<file path="config.mk">
export PLATFORM = sky130hd
export DESIGN_NAME = nonce_sweep_ctrl
export DESIGN_NICKNAME = d
export VERILOG_FILES = /design/src/rtl/nonce_sweep_ctrl.sv
export SDC_FILE = /design/constraint.sdc
export NUM_CORES = 2
export LEC_CHECK = 0
export BUFFER_PORTS_ARGS = -buffer_cell sky130_fd_sc_hd__buf_2
export CORE_AREA = 2 2 244 294
export CTS_CLUSTER_DIAMETER = 100
export DETAILED_ROUTE_END_ITERATION = 6
export DIE_AREA = 0 0 246 296
export PLACE_DENSITY = 0.7
export SYNTH_ARGS = -nofsm -noshare
export SYNTH_HDL_FRONTEND = slang
export SYNTH_SLANG_ARGS = --single-unit
</file>
<file path="constraint.sdc">
create_clock -name aclk -period 3.3 [get_ports aclk]
set_clock_uncertainty 0.15 [all_clocks]
set_input_delay 0.825 -clock aclk [delete_from_list [all_inputs] [get_ports aclk]]
set_output_delay 0.825 -clock aclk [all_outputs]
set_load 0.005 [all_outputs]
</file>
<file path="src/rtl/nonce_sweep_ctrl.sv">
// Nonce sweep controller: walks a hash core through an inclusive, wrapping nonce range
// until a hash falls below the target, the range runs out, or the job is aborted.
module nonce_sweep_ctrl #(
    parameter int NONCE_W = 32,
    parameter int HASH_W  = 256
) (
    input  logic               aclk,
    input  logic               aresetn,
    input  logic               job_valid,
    output logic               job_ready,
    input  logic [NONCE_W-1:0] job_nonce_start,
    input  logic [NONCE_W-1:0] job_nonce_end,
    input  logic [HASH_W-1:0]  job_target,
    input  logic               abort,
    output logic               core_start,
    output logic [NONCE_W-1:0] core_nonce,
    input  logic               core_done,
    input  logic [HASH_W-1:0]  core_hash,
    output logic               result_valid,
    input  logic               result_ready,
    output logic [1:0]         result_status,
    output logic [NONCE_W-1:0] result_nonce,
    output logic [NONCE_W:0]   result_count,
    output logic               busy
);

    localparam logic [2:0] S_IDLE   = 3'd0;
    localparam logic [2:0] S_LAUNCH = 3'd1;
    localparam logic [2:0] S_WAIT   = 3'd2;
    localparam logic [2:0] S_CHECK  = 3'd3;
    localparam logic [2:0] S_REPORT = 3'd4;

    localparam logic [1:0] ST_FOUND     = 2'b00;
    localparam logic [1:0] ST_EXHAUSTED = 2'b01;
    localparam logic [1:0] ST_ABORTED   = 2'b10;

    localparam logic [NONCE_W-1:0] NONCE_ONE = 1;
    localparam logic [NONCE_W:0]   COUNT_ONE = 1;

    logic [2:0]         state_q, state_d;
    logic [NONCE_W-1:0] cur_nonce_q, cur_nonce_d;
    logic [NONCE_W-1:0] last_q, last_d;
    logic [NONCE_W-1:0] res_nonce_q, res_nonce_d;
    logic [HASH_W-1:0]  target_q, target_d;
    logic [HASH_W-1:0]  hash_q, hash_d;
    logic [NONCE_W:0]   count_q, count_d;
    logic [1:0]         status_q, status_d;
    logic               abort_q, abort_d;

    always_comb begin
        // NOTE: every _d gets its hold value first so no path through the case infers a latch.
        state_d     = state_q;
        cur_nonce_d = cur_nonce_q;
        last_d      = last_q;
        res_nonce_d = res_nonce_q;
        target_d    = target_q;
        hash_d      = hash_q;
        count_d     = count_q;
        status_d    = status_q;
        abort_d     = abort_q;

        case (state_q)
            S_IDLE: begin
                if (job_valid) begin
                    cur_nonce_d = job_nonce_start;
                    last_d      = job_nonce_end;
                    target_d    = job_target;
                    count_d     = '0;
                    abort_d     = 1'b0;
                    state_d     = S_LAUNCH;
                end
            end
            S_LAUNCH: begin
                if (abort) abort_d = 1'b1;
                state_d = S_WAIT;
            end
            S_WAIT: begin
                if (abort) abort_d = 1'b1;
                if (core_done) begin
                    hash_d  = core_hash;
                    count_d = count_q + COUNT_ONE;
                    state_d = S_CHECK;
                end
            end
            S_CHECK: begin
                if (abort) abort_d = 1'b1;
                // A hit wins over a pending abort; the hash already in hand is never thrown away.
                if (hash_q < target_q) begin
                    status_d    = ST_FOUND;
                    res_nonce_d = cur_nonce_q;
                    state_d     = S_REPORT;
                end else if (abort_q) begin
                    status_d    = ST_ABORTED;
                    res_nonce_d = cur_nonce_q;
                    state_d     = S_REPORT;
                end else if (cur_nonce_q == last_q) begin
                    status_d    = ST_EXHAUSTED;
                    res_nonce_d = cur_nonce_q;
                    state_d     = S_REPORT;
                end else begin
                    cur_nonce_d = cur_nonce_q + NONCE_ONE;
                    state_d     = S_LAUNCH;
                end
            end
            S_REPORT: begin
                if (result_ready) state_d = S_IDLE;
            end
            default: state_d = S_IDLE;
        endcase
    end

    // NOTE: sequential state is updated only with non-blocking assignments.
    // NOTE: all registers, the wide target and hash included, are reset so nothing is X after reset.
    always_ff @(posedge aclk or negedge aresetn) begin
        if (!aresetn) begin
            state_q     <= S_IDLE;
            cur_nonce_q <= '0;
            last_q      <= '0;
            res_nonce_q <= '0;
            target_q    <= '0;
            hash_q      <= '0;
            count_q     <= '0;
            status_q    <= '0;
            abort_q     <= 1'b0;
        end else begin
            state_q     <= state_d;
            cur_nonce_q <= cur_nonce_d;
            last_q      <= last_d;
            res_nonce_q <= res_nonce_d;
            target_q    <= target_d;
            hash_q      <= hash_d;
            count_q     <= count_d;
            status_q    <= status_d;
            abort_q     <= abort_d;
        end
    end

    // cur_nonce only moves in CHECK, so core_nonce is steady from launch until done.
    assign job_ready     = (state_q == S_IDLE);
    assign busy          = (state_q != S_IDLE);
    assign core_start    = (state_q == S_LAUNCH);
    assign core_nonce    = cur_nonce_q;
    assign result_valid  = (state_q == S_REPORT);
    assign result_status = status_q;
    assign result_nonce  = res_nonce_q;
    assign result_count  = count_q;

endmodule
</file>
==> flow_metrics.env <==
export IMPL_status="finished with violations"
export IMPL_violations="negative setup slack"
export IMPL_endpoint="result_nonce[27]"
export IMPL_cts_buffer_depth=3
export IMPL_p_per_area_nw_per_um2=969
export IMPL_cp_cell_sequence="ha_4 -> nand4_1 -> or4_4 -> nor3_4 -> nand3_1 -> o221ai_2 -> a21oi_4 -> buf_6 -> a21boi_4 -> o31ai_4 -> buf_6 -> clkbuf_16 -> mux2_2"
export IMPL_async_flop_share_pct=100
export IMPL_start_util_pct=44.6
export IMPL_finalSetupTns_ns=-7.39
export IMPL_fin_crit_sh_pct=106
export IMPL_setup_viol=63
export IMPL_viasPerCell=5.18
export IMPL_maxCapViolations=0
export IMPL_port_buffers=684
export IMPL_cp_max_fo=8
export IMPL_post_dp_hpwl_mm=70.6
export IMPL_netlist_instances=3533
export IMPL_grt_overflow_total=0
export IMPL_gr_usage_all_layers_pct=25.9
export IMPL_vias=27358
export IMPL_drt_pass1_iter_count=5
export IMPL_clkTransAtPathRegs_ns=0.07
export IMPL_ant_nets=0
export IMPL_regToRegSetupSlack_ns=-0.20
export IMPL_die_x_um=246
export IMPL_ys_seq_area_share_pct=51.7
export IMPL_htree_levels=3
export IMPL_wire_per_inst_um=18.2
export IMPL_hold_viol_final=0
export IMPL_synth_warnings=0
export IMPL_wl_mm=96.4
export IMPL_n_fill_cell=6278
export IMPL_grt_max_degree=203
export IMPL_fp_dieH_um=296
export IMPL_syn_nets=4372
export IMPL_power_leakage_nw=20.7
export IMPL_synthAdderAreaFrac_pct=10.3
export IMPL_grt_pass1_vias=27168
export IMPL_max_stage_delay_ns=0.60
export IMPL_post_dp_cell_area_um2=36600
export IMPL_holdWs_ns=0.0315
export IMPL_yosysTopAreaCellShare_pct=51.7
export IMPL_rsz0062_at_grt="true"
export IMPL_synthesis_area_um2=31300
export IMPL_area_growth_pct=27.0
export IMPL_critPathMostFrequentCell="buf_6"
export IMPL_hold_path_class="in2async"
export IMPL_final_area_um2=39800
export IMPL_synth_flop_cell="dfrtp_1"
export IMPL_critical_path_slowest_cell="or4_4"
export IMPL_drc=0
export IMPL_synth_compound_area_share_pct=10.3
export IMPL_avgSynthCellArea_um2=8.86
export IMPL_path_depth=13
export IMPL_fin_ws_ns=-0.200
export IMPL_ys_ff_latch=647
export IMPL_critPathBufInv=3
export IMPL_worstRegToRegCells=13
export IMPL_yosys_mux_area_fraction_pct=1.21
export IMPL_synthSimpleGateAreaFrac_pct=19.8
export IMPL_die_area_um2=72800
export IMPL_yosys_area_share_xor_xnor_pct=1.57
export IMPL_multi_input_area_um2=14100
export IMPL_drive_gt1_share_pct=24.5
export IMPL_synth_area_leaders="dfrtp_1, nand2_1, ha_1"
export IMPL_cts_buffers=68
export IMPL_r2r_start="hash_q[241]"
export IMPL_gp_congestion=0.924
export IMPL_rows=107
export IMPL_grt_pass1_wl_mm=147
export IMPL_synth_edf_count=0
export IMPL_fin_nets=5121
export IMPL_total_power_mw=38.6
export IMPL_clkLatencyLatePin_ns=0.62
export IMPL_tightest_slew_ns=0.855
export IMPL_grt_antenna_before_repair=33
export IMPL_synth_largest_area_cell="dfrtp_1"
export IMPL_holdBufCountCts=0
export IMPL_cp_arrival_ns=3.84
export IMPL_startpoint="hash_q[241]"
export IMPL_finalMaxSlewViolations=0
export IMPL_coreArea_um2=70300
export IMPL_critPathCaptureType="register"
export IMPL_cts_root_buf="clkbuf_16"
export IMPL_synthTopCellsByCount="nand2_1, dfrtp_1, o21ai_0"
export IMPL_max_slew_margin_pct=43.0
export IMPL_worst_ep_required_time_ns=3.64
export IMPL_cts_tree="done"
export IMPL_cts_sinks=647
export IMPL_regArea_um2=16200
export IMPL_synthMostInstantiatedCell="nand2_1"
export IMPL_synth_cell_types=57
export IMPL_peakVddDrop_mv=0.533
export IMPL_synth_top_family_by_area="simple AND/OR/NAND/NOR gates"
export IMPL_critPathKind="reg2reg"
export IMPL_timing_rr_end="result_nonce[27]"
export IMPL_drt_iter0_markers=1822
export IMPL_critPathTopFamily="simple AND/OR/NAND/NOR gates"
export IMPL_ios=685
export IMPL_fin_crit_ns=3.50
export IMPL_worst_setup_path_start_kind="register"
export IMPL_clock_fmax_mhz=286
## worst register-to-register path, delay by kind of cell, from the launching register on
family	cells	cell delay, ns
AND/OR/NAND/NOR	4	1.05
AO/OA/AOI/OAI	4	0.65
buffers and inverters	3	0.50
flip-flops	1	0.42
multiplexers	1	0.33
adder cells (fa/ha/maj)	1	0.29
## state kept, by name, indices dropped and copies added (netlist names)
register / flops
abort_q: 1
core_nonce: 32
hash_q: 256
result_status: 2
result_nonce: 32
state_q: 3
result_count: 33
last_q: 32
target_q: 256
## metrics by stage
step,util (%),std cells,setup slack [ns]
6_report,56.6,5284,-0.200
5_1_grt,56.6,5279,-0.355
4_1_cts,55.8,5247,-0.178
3_5_place_dp,52.0,5120,-0.573
3_3_place_gp,52.0,5120,-0.449
2_1_floorplan,-,3533,0.0620
## per-layer routing
metal,part of all wire (%),vias to the layer above,global-route usage [%],wire (um)
li1,-,13131,-,-
met1,40,13003,33.2,38700
met5,0.090,-,0,87
met3,7.6,245,4.68,7290
met4,4.7,14,13.3,4530
met2,47,965,42.0,45700
## worst min path at each step
stage	end	slack (ns)
final	result_nonce[23]	0.03
after global routing	result_nonce[23]	0.05
after detailed placement	hash_q[0]	0.31
after floorplan	hash_q[0]	0.29
after CTS	core_nonce[10]	0.03
after global placement	hash_q[0]	0.30
## cells in the final DEF (no fill, tap or decap), types with 52 or more instances in the layout
| master | instances |
|---|---|
| ha_1 | 253 |
| clkbuf_16 | 73 |
| nand4_1 | 57 |
| nor2_1 | 69 |
| inv_1 | 273 |
| a21oi_1 | 116 |
| buf_2 | 683 |
| xor2_1 | 52 |
| buf_4 | 107 |
| dfrtp_1 | 647 |
| o21ai_0 | 321 |
| nand2_1 | 1259 |
## logic make-up (layout without fill, tap and decap cells)
logic type               Yosys count  count (layout)
AO/OA/AOI/OAI                    587             587
other                              0              25
flip-flops                       647             647
buffers and inverters            421            1221
adder cells (fa/ha/maj)          257             257
XOR/XNOR                          56              56
AND/OR/NAND/NOR                 1531            1531
multiplexers                      34              34
## area by class of cell
class / count / area share (%)
Multi-Input combinational cell: 2465 / 35.4
Clock inverter: 23 / 0.808
Sequential cell: 647 / 40.7
Inverter: 273 / 2.58
Clock buffer: 98 / 5.04
Tap cell: 926 / 2.91
Antenna cell: 25 / 0.157
Timing Repair Buffer: 827 / 12.4
## repair_timing
| action | 4_1_cts | 5_1_grt |
|---|---|---|
| pin swaps | 33 | 10 |
| gates resized for setup | 52 | 69 |
| setup endpoints to repair | 68 | 67 |
| gates cloned | 2 | 4 |
| buffers inserted | 7 | 9 |
## report_power, final
part	switching, mW	internal, mW	total, mW
Sequential	1.99	11.6	13.5
Clock	3.36	4.67	8.03
Combinational	9.85	7.14	17.0
Total	15.2	23.4	38.6
Note: power is estimated with default switching activity, not from simulation.
